[src/rtl/alu_share_arbiter.sv]
// One shared 32-bit ALU (AND/OR/ADD/SUB) serving two requesters with round-robin arbitration.
// Each operation takes three cycles: grant/capture, execute, then result-valid.
module alu_share_arbiter #(
  parameter int unsigned WIDTH = 32
) (
  input  logic             clk,
  input  logic             rst_n,
  input  logic             req0,
  input  logic             req1,
  input  logic [1:0]       op0,
  input  logic [1:0]       op1,
  input  logic [WIDTH-1:0] a0,
  input  logic [WIDTH-1:0] b0,
  input  logic [WIDTH-1:0] a1,
  input  logic [WIDTH-1:0] b1,
  output logic             gnt0,
  output logic             gnt1,
  output logic [WIDTH-1:0] result,
  output logic             carry,
  output logic             zero,
  output logic             res_valid,
  output logic             res_id,
  output logic             busy
);

  typedef enum logic [1:0] {StIdle, StExec, StDone} state_e;

  state_e           state_q, state_d;
  logic             ptr_q, ptr_d;
  logic [1:0]       op_q, op_d;
  logic [WIDTH-1:0] a_q, a_d, b_q, b_d;
  logic             id_q, id_d;
  logic             gnt0_q, gnt0_d, gnt1_q, gnt1_d;
  logic             res_valid_q, res_valid_d;
  logic [WIDTH-1:0] result_q, result_d;
  logic             carry_q, carry_d, zero_q, zero_d, res_id_q, res_id_d;
  logic             win;

  // SUB reuses the adder as a + ~b + 1; bit WIDTH is carry (ADD) or no-borrow (SUB).
  logic [WIDTH:0]   sum;
  logic [WIDTH-1:0] alu_res;
  logic             alu_carry;

  assign sum = {1'b0, a_q} + {1'b0, (op_q[0] ? ~b_q : b_q)} + {{WIDTH{1'b0}}, op_q[0]};

  always_comb begin
    alu_res   = sum[WIDTH-1:0];
    alu_carry = op_q[1] & sum[WIDTH];
    case (op_q)
      2'b00:   alu_res = a_q & b_q;
      2'b01:   alu_res = a_q | b_q;
      default: alu_res = sum[WIDTH-1:0];
    endcase
  end

  always_comb begin
    state_d     = state_q;
    ptr_d       = ptr_q;
    op_d        = op_q;
    a_d         = a_q;
    b_d         = b_q;
    id_d        = id_q;
    gnt0_d      = 1'b0;
    gnt1_d      = 1'b0;
    res_valid_d = 1'b0;
    result_d    = result_q;
    carry_d     = carry_q;
    zero_d      = zero_q;
    res_id_d    = res_id_q;
    // Sole requester wins; on a tie the pointer decides.
    win         = (req0 && req1) ? ptr_q : req1;
    unique case (state_q)
      StIdle: begin
        if (req0 || req1) begin
          op_d    = win ? op1 : op0;
          a_d     = win ? a1 : a0;
          b_d     = win ? b1 : b0;
          id_d    = win;
          gnt0_d  = ~win;
          gnt1_d  = win;
          ptr_d   = ~win;
          state_d = StExec;
        end
      end
      StExec: begin
        result_d    = alu_res;
        carry_d     = alu_carry;
        zero_d      = (alu_res == '0);
        res_id_d    = id_q;
        res_valid_d = 1'b1;
        state_d     = StDone;
      end
      StDone:  state_d = StIdle;
      default: state_d = StIdle;
    endcase
  end

  always_ff @(posedge clk or negedge rst_n) begin
    if (!rst_n) begin
      state_q     <= StIdle;
      ptr_q       <= 1'b0;
      op_q        <= 2'b00;
      a_q         <= '0;
      b_q         <= '0;
      id_q        <= 1'b0;
      gnt0_q      <= 1'b0;
      gnt1_q      <= 1'b0;
      res_valid_q <= 1'b0;
      result_q    <= '0;
      carry_q     <= 1'b0;
      zero_q      <= 1'b0;
      res_id_q    <= 1'b0;
    end else begin
      state_q     <= state_d;
      ptr_q       <= ptr_d;
      op_q        <= op_d;
      a_q         <= a_d;
      b_q         <= b_d;
      id_q        <= id_d;
      gnt0_q      <= gnt0_d;
      gnt1_q      <= gnt1_d;
      res_valid_q <= res_valid_d;
      result_q    <= result_d;
      carry_q     <= carry_d;
      zero_q      <= zero_d;
      res_id_q    <= res_id_d;
    end
  end

  assign gnt0      = gnt0_q;
  assign gnt1      = gnt1_q;
  assign res_valid = res_valid_q;
  assign result    = result_q;
  assign carry     = carry_q;
  assign zero      = zero_q;
  assign res_id    = res_id_q;
  assign busy      = (state_q != StIdle);

endmodule
[config.mk]
export PLATFORM = sky130hd
export DESIGN_NAME = alu_share_arbiter
export DESIGN_NICKNAME = d
export VERILOG_FILES = /design/src/rtl/alu_share_arbiter.sv
export SDC_FILE = /design/constraint.sdc
export NUM_CORES = 1
export LEC_CHECK = 0
export ABC_AREA = 0
export CORE_UTILIZATION = 30
export DETAILED_ROUTE_END_ITERATION = 10
export GPL_ROUTABILITY_DRIVEN = 0
export PLACE_DENSITY_LB_ADDON = 0.2
export SYNTH_ARGS = -nofsm -noshare
export SYNTH_HDL_FRONTEND = slang
export SYNTH_SLANG_ARGS = --single-unit
[constraint.sdc]
create_clock -name clk -period 6.8 [get_ports clk]
set_input_delay 1.02 -clock clk [delete_from_list [all_inputs] [get_ports clk]]
set_output_delay 1.02 -clock clk [all_outputs]
set_load 0.005 [all_outputs]
==> flow_metrics.tcl <==
set metrics [dict create \
    num_rows 56 \
    synth.distinct_cells 73 \
    dpl_cell_area_sq_um 9230 \
    tns_ps 0 \
    startpoint_type "flop" \
    grt_pass1_wl_microns 34100 \
    cts-hold-fix-buffers 0 \
    portBuffers 174 \
    netlist_area_sq_um 7210 \
    relSlewSlack_pct 29.1 \
    fin_skew_ps 13.5 \
    drv_cap 0 \
    areaGrowthSynthToFinish_pct 32.2 \
    regArea_sq_um 2710 \
    power_density_nw_per_um2 625 \
    fillers 2438 \
    final_cell_mix "clkdlybuf4s50_1, dfrtp_1, nand2_1, inv_1, o21ai_0" \
    num_vias 6488 \
    fmax_mhz 240 \
    initial_core_util_pct 30.6 \
    cp.arrival_ps 4430 \
    p_switching_uw 2950 \
    async_flop_share_pct 100 \
    die_w_microns 157 \
    cts_tree "done" \
    p_int_uw 3010 \
    layout_setup_ws_ps 2630 \
    netSwitchingFraction_pct 49.5 \
    die_y_microns 157 \
    seq_area_frac_synth_pct 37.5 \
    leakage_uw 0.00423 \
    numCtsBuffers 9 \
    core_area_sq_um 23500 \
    finalMaxSlewViolations 0 \
    pwr-share-seq_pct 21.5 \
    antenna_found_initial 1 \
    ys.flop_type "dfrtp_1" \
    synth_warnings 0 \
    synth_edf_count 0 \
    setup_violations 0 \
    final-hold-violation-count 0 \
    track_usage_pct 18.0 \
    fin_crit_ps 4170 \
    yosysTopAreaCell "dfrtp_1" \
    vdd_drop_max_uv 232 \
    root_buffer "clkbuf_16" \
    synth_top_area_share_pct 37.5 \
    path_class "flop to flop" \
    ys_ff_latch 108 \
    grt_overflow_total 0 \
    via_per_inst 5.16 \
    pre_cts_ws_ps 2650 \
    clockBufferDepth 2 \
    cp-end-kind "flop" \
    path_max_fanout 49 \
    fin_cells 1258 \
    clockPowerShare_pct 8.9 \
    whs_ps 477 \
    dp_hpwl_microns 16900 \
    dp_cells 1242 \
    postCtsResizedCells 0 \
    status "completed" \
    post_cts_buffers 0 \
    ant_nets 0 \
    final_nets 1103 \
    cts_sinks 108 \
    clk-insertion-delay-late_ps 360 \
    multiInputGateArea_sq_um 4070 \
    io_pins 175 \
    clk_pin_slew_ps 70 \
    hold_class "flop to flop" \
    stdcell_area_sq_um 9530 \
    drive_above_1_share_pct 5.96 \
    grt_max_degree 60 \
    drtPass1Iterations 8 \
    p_comb_share_pct 69.6 \
    dieArea_sq_um 24600 \
    route.detailed.drc 0 \
    wl_per_cell_microns 17.3 \
    cts_max_level 3 \
    drt_iter0_drc 718 \
    synth_nets 958 \
    min_period_over_period_pct 61.3 \
    wl_microns 21700 \
    cp.required_ps 7060 \
    avgSynthCellArea_sq_um 9.13 \
    grt_pass1_vias 6043 \
    layout_commonest_cell "clkdlybuf4s50_1" \
    tightest_slew_ps 1060 \
    antenna_cells 0 \
    synth_area_leaders "dfrtp_1, a222oi_1, ha_1" \
    netlist_instances 789 \
    grt_setup_unrepaired "no" \
]
==> Yosys cell counts (all sizes together), types with 4 or more instances <==
master / number
inv: 68
a222oi: 52
o21a: 7
xor2: 39
or3: 6
xnor2: 9
a31oi: 6
dfrtp: 108
maj3: 20
nand4: 7
nand2: 83
a211oi: 10
o21ai: 68
clkbuf: 40
ha: 32
nand2b: 5
nor3: 13
a21oi: 52
o221ai: 5
nor2b: 6
a21o: 12
mux2i: 22
nor2: 41
and4: 4
mux2: 6
buf: 8
==> path summary, 6_finish.rpt <==
check                      startpoint        end  slack (ps)  cells after the start
hold reg to reg             result[5]  result[5]         480                      2
min in group asynchronous       rst_n     b_q[9]         680                      1
setup / recovery              op_q[0]       zero        2630                     12
setup reg to reg              op_q[0]       zero        2630                     12
hold / removal              result[5]  result[5]         480                      2
max in group asynchronous       rst_n    op_q[1]        4850                      2
==> kinds of logic (layout without fill, tap and decap cells) <==
kind of cell | Yosys count | in the layout | synth area share (%)
xor+xnor | 48 | 48 | 5.83
flops | 108 | 108 | 37.5
simple gates | 186 | 186 | 12.1
compound gates | 250 | 250 | 25.6
mux | 28 | 28 | 4.17
fa+ha+maj | 53 | 53 | 8.61
buf+inv | 116 | 266 | 6.18
==> critical path, cell delays in order, from the launching register on <==
cell and delay [ps]:
dfrtp_2 620, buf_4 550, xor2_1 140, ha_1 410, nand4_1 180, a211oi_1 450
nor2_1 90, a21oi_1 390, xnor2_1 250, nand3b_4 110, a2111oi_4 380, o2111ai_1 200
o41ai_2 290
==> cell type report <==
class | instances | share of cell area, %
Inverter | 68 | 2.68
Tap cell | 319 | 4.19
Multi-Input combinational cell | 565 | 42.8
Clock inverter | 5 | 0.433
Clock buffer | 11 | 2.65
Timing Repair Buffer | 182 | 18.9
Sequential cell | 108 | 28.4
==> metrics by stage <==
step / util, % / total power, uW
2_1_floorplan: - / 4240
6_report: 40.5 / 5950
5_1_grt: 40.5 / 6520
4_1_cts: 40.5 / 5980
3_5_place_dp: 39.2 / 5410
3_3_place_gp: 39.2 / 5400
==> metal layers <==
layer	vias to the layer above	wire, microns	track usage (%)
li1	3215	-	-
met1	3062	11500	28.7
met2	187	8680	24.2
met3	22	1140	2.75
met4	2	333	5.51
met5	-	15	0
==> flip-flops by register name (all words and copies together) (netlist names) <==
name / cells
ptr_q: 1
res_valid: 1
b_q: 32
op_q: 2
zero: 1
res_id: 1
gnt0: 1
result: 32
carry: 1
id_q: 1
state_q: 2
a_q: 32
gnt1: 1
==> power by group through the flow <==
stage	clock [uW]	sequential [uW]	combinational, uW
floorplan	0	1170	3070
global placement	0	1290	4100
detailed placement	0	1300	4110
CTS	552	1290	4130
global route	572	1340	4610
finish	531	1280	4140
(Power assumes the default switching activity.)
==> RTL change 1: new RTL, config.mk and constraints unchanged <==
`WIDTH`: 32 -> 48.
--- a/src/rtl/alu_share_arbiter.sv
+++ b/src/rtl/alu_share_arbiter.sv
@@ -2,5 +2,5 @@
 // Each operation takes three cycles: grant/capture, execute, then result-valid.
 module alu_share_arbiter #(
-  parameter int unsigned WIDTH = 32
+  parameter int unsigned WIDTH = 48
 ) (
   input  logic             clk,
Interface: changed (5 resized); port bits go from 175 to 255. No check against the original RTL was run, so the function may have changed too.
==> RTL change 1 against the unedited design <==
Cell area up 49%; die area is 48% higher; area after synthesis grew 49%; sequential cell count up 48; setup slack worse by 1.0 ns; core utilization up 0.24 points; synthesized cell count up 60%; global-route usage rose by 2.7 points; count of clock-buffer cells in the layout rose by 8; routed wire length rose by 72%; clock skew is 0.0049 ns lower; critical path type unchanged; critical endpoint unchanged; largest cell class unchanged; highest routed layer is now met4.
Power is not shown: default switching activity piles up to over one toggle a cycle in this logic, so the estimate is an artifact.
==> RTL change 1: results (changes against the unedited design) <==
Post-Place Worst Slack 1.73 ns (was 2.65 ns); share of layout cells above drive strength 1 4.74% (was 5.96%); HP Class primary input to asynchronous set/reset pin (was flip-flop to flip-flop); R2R cell count 14 (was 12); DP Wirelength 29.3 mm (was 16.9 mm); final net count 1715 (was 1103); initial antenna violation count 0 (was 1); IO buf count 254 (was 174); Root Buffer clkbuf_16 (unchanged); pin count of the biggest net entering global routing 87 (was 60); worst slew pin tran 1.22 ns (was 1.06 ns); final WL 37.3 mm (was 21.7 mm); htree depth 4 (was 3); fin crit period 5.20 ns (was 4.17 ns); Netlist cell types 66 (was 73); cell total after placement 1901 (was 1242); Placed Area 0.0136 mm² (was 0.00923 mm²); Synth Net Count 1512 (was 958); Iter 0 DRT Violations 1057 (was 718); Overall Global Routing Usage 20.8% (was 18.0%); fin cells 1931 (was 1258); Via-to-Cell Ratio 5.41 (was 5.16); first-pass GRT wire length 58.5 mm (was 34.1 mm); vias in the first global route 10100 (was 6043); Worst EP arrival 5.54 ns (was 4.43 ns); TritonCTS Buffers 17 (was 9); Crit Path Max Fanout 53 (was 49); status completed (unchanged); largest cells by area after synthesis dfrtp_1, a222oi_1, ha_1 (unchanged); worst-skew pair later-pin latency 0.44 ns (was 0.36 ns); Post-Syn Instances 1262 (was 789); clk_skew 0.00858 ns (was 0.0135 ns); R2R setup slack 1.60 ns (was 2.63 ns); Post-synth top cells dfrtp_1, nand2_1, a21oi_1, o21ai_0, inv_1 (was dfrtp_1, nand2_1, inv_1, o21ai_0, a222oi_1); sequential area share after synthesis 36.4% (was 37.5%)
## RTL change 1: through the flow
step / hold WS (ns) / utilization, %
final: 0.461 / 40.7
after CTS: 0.464 / 40.7
after global routing: 0.481 / 40.7
after global placement: 0.462 / 39.1
after detailed placement: 0.468 / 39.1
after floorplan: 0.439 / -
## RTL change 1: cell families after synthesis
family          synth area share [%]
fa+ha+maj                       7.68
compound gates                  26.7
flops                           36.4
simple gates                    14.0
xor+xnor                        6.45
buf+inv                         6.61
mux                             2.16
## RTL change 1: layout make-up
type                       count  area (µm²)
clock buffer                  19         443
clock inverter                11         121
fill                        3567       20700
inverter                     106         398
multi-input combinational    918        6130
sequential                   156        3910
tap                          455         569
timing repair buffer         266        2630
## RTL change 1: how the worst min path moves through the flow
stage                          start         end  slack, ns  cells after the start
after floorplan                 id_q      res_id       0.44                      2
after global placement        res_id      res_id       0.46                      2
after detailed placement  result[25]  result[25]       0.47                      2
after CTS                      rst_n        gnt1       0.46                      1
after global routing           rst_n        gnt1       0.48                      1
final                          rst_n        gnt1       0.46                      1
## RTL change 1: routing by layer
metal  track usage [%]  up-vias  share of wire [%]
li1                  -     5047                  -
met1              32.8     4977                 52
met2              28.6      388                 40
met3              3.56       26                6.7
met4              4.58        0                1.2
met5                 0        -                  0
## RTL change 1: worst max-delay path, cell delays in order, from the launching register on
cell     delay (ns)
dfrtp_4        0.81
buf_4          0.66
xor2_1         0.15
ha_1           0.52
nand4_1        0.18
nor3_1         0.38
nand3_1        0.12
a21oi_1        0.30
nor2_1         0.11
o31ai_1        0.25
xor2_1         0.15
a211o_1        0.30
or4_1          0.41
or4_1          0.53
o31ai_2        0.22
==> RTL change 2: new RTL, same settings <==
Without the edit above. The 3 states of `state_e` get a one-hot encoding in 3 bits.
--- a/src/rtl/alu_share_arbiter.sv
+++ b/src/rtl/alu_share_arbiter.sv
@@ -24,5 +24,5 @@
 );
 
-  typedef enum logic [1:0] {StIdle, StExec, StDone} state_e;
+  typedef enum logic [2:0] {StIdle = 3'b001, StExec = 3'b010, StDone = 3'b100} state_e;
 
   state_e           state_q, state_d;
Formal check against the unedited RTL: same outputs for any inputs over 10 cycles, from zero or initial values and one cycle with rst_n low; not proved beyond that.
==> RTL change 2 against the unedited design <==
Area after synthesis increased by 0.71%; sequential cell count is 1 higher; hold slack got worse by 0.0060 ns; die area increased by 0.70%; total power rose by 1.4%; routed wire length up 1.0%; synthesized cell count is 10% higher; count of clock-buffer cells in the layout shrank 1; critical path depth increased by 1; setup slack got worse by 0.12 ns; cell area hardly changed.
==> RTL change 2: results (changes against the unedited design) <==
sequential area share after synthesis 37.6% (was 37.5%); worst-skew pair later-pin latency around 0.37 ns; IO buf count 174 (unchanged); post-synthesis compound-gate area fraction 24.8% (was 25.6%); Min Hold Slack 0.471 ns (was 0.477 ns); YS warnings 0 (unchanged); worst slew pin tran 1.09 ns (was 1.06 ns); top_reg_cell synth dfrtp_1 (unchanged); Post-CTS Setup Inserts 0 (unchanged); Lkg Pwr 0.00414 µW (was 0.00423 µW); mux share of post-synthesis cell area 2.50% (was 4.17%); vias in the first global route 6302 (was 6043); post-synthesis xor/xnor area fraction 6.03% (was 5.83%); share of layout cells above drive strength 1 5.02% (was 5.96%); Synth Net Count 1037 (was 958); Iter 0 DRT Violations 447 (was 718); internal power 2990 µW (was 3010 µW); largest cells by area after synthesis dfrtp_1, nand2_1, ha_1 (was dfrtp_1, a222oi_1, ha_1); status completed (unchanged); htree depth 3 (unchanged); pin count of the biggest net entering global routing 83 (was 60); DP Wirelength 16.3 mm (was 16.9 mm); clock buffer depth 2 (unchanged); Post-synth top cells nand2_1, dfrtp_1, a21oi_1, o21ai_0, a22oi_1 (was dfrtp_1, nand2_1, inv_1, o21ai_0, a222oi_1); R2R setup slack 2.51 ns (was 2.63 ns); Post-Place Worst Slack 2.56 ns (was 2.65 ns); final net count 1180 (was 1103); clk_skew 0.00921 ns (was 0.0135 ns); CP max stage delay 0.86 ns (was 0.62 ns); fin crit period 4.29 ns (was 4.17 ns); drt first pass iters 5 (was 8); CTS resizes 0 (unchanged); first-pass GRT wire length 34.8 mm (was 34.1 mm); # diodes 0 (unchanged); vias 6747 (was 6488); Top delay family on crit path simple AND/OR/NAND/NOR gates (was compound AO/OA/AOI/OAI gates); maximum vdd drop 0.175 mV (was 0.232 mV); Final setup viols 0 (unchanged); Worst-path clk slew 0.08 ns; Overall Global Routing Usage 18.2% (was 18.0%); initial antenna violation count 0 (was 1); Netlist cell types 78 (was 73); Synth async-reset ratio 100% (unchanged); Root Buffer clkbuf_16 (unchanged); Crit Path Max Fanout 39 (was 49); final WL 21.9 mm (was 21.7 mm); adder and majority gate portion of the synthesized area 7.17% (was 8.61%); Worst EP arrival 4.56 ns (was 4.43 ns)
## RTL change 2: cell types whose count changed after synthesis, moves of 5 or more
cell	unedited run	this run
maj3_1	20	10
inv_1	68	15
a222oi_1	52	0
a21oi_1	50	76
o21ai_0	65	73
mux2_2	6	1
a211oi_1	10	2
nand2_1	83	197
a22oi_1	0	53
## RTL change 2: metrics by stage
step                      area (µm²)  cells
after floorplan                 7260    868
after global placement          9240   1319
after detailed placement        9240   1319
after CTS                       9530   1335
after global routing            9530   1335
final                           9530   1335
## RTL change 2: layout make-up
| class | instances | area, µm² |
|---|---|---|
| fillers | 2446 | 14100 |
| multi-input cells | 694 | 4260 |
| flip-flops and latches | 109 | 2730 |
| repair buffers | 181 | 1790 |
| well taps | 319 | 399 |
| clock buffers | 10 | 239 |
| inverters | 16 | 60.1 |
| clock inverters | 6 | 46.3 |
## RTL change 2: per-layer routing
layer  vias up  part of all wire [%]  global-route usage, %
li1       3389                     -                      -
met1      3151                    51                   27.2
met2       187                    42                   26.7
met3        20                   5.2                   3.06
met4         0                   1.3                   4.99
met5         -                     0                      0
## RTL change 2: logic make-up after synthesis
group	count (synthesis)
simple gates	300
compound gates	283
flops	109
buf+inv	65
xor+xnor	50
fa+ha+maj	43
mux	18
## RTL change 2: power groups by stage
stage / Sequential, µW / Combinational, µW / Clock (µW)
floorplan: 1180 / 3120 / 0
global placement: 1310 / 4160 / 0
detailed placement: 1320 / 4190 / 0
CTS: 1300 / 4210 / 543
global route: 1350 / 4720 / 567
finish: 1300 / 4220 / 523
## RTL change 2: worst paths after layout
path / startpoint / end / depth (start not counted)
max: op_q[0] / zero / 13
min: id_q / res_id / 2
max reg2reg: op_q[0] / zero / 13
min reg2reg: id_q / res_id / 2
max in group asynchronous: rst_n / op_q[0] / 2
min in group asynchronous: rst_n / b_q[13] / 1
## RTL change 2: worst reg2reg max path, delay by kind of cell, from the launching register on
family          cells  cell delay [ns]
fa+ha+maj           1             0.47
buf+inv             1             0.53
xor+xnor            2             0.25
compound gates      3             0.64
simple gates        6             1.44
flops               1             0.86
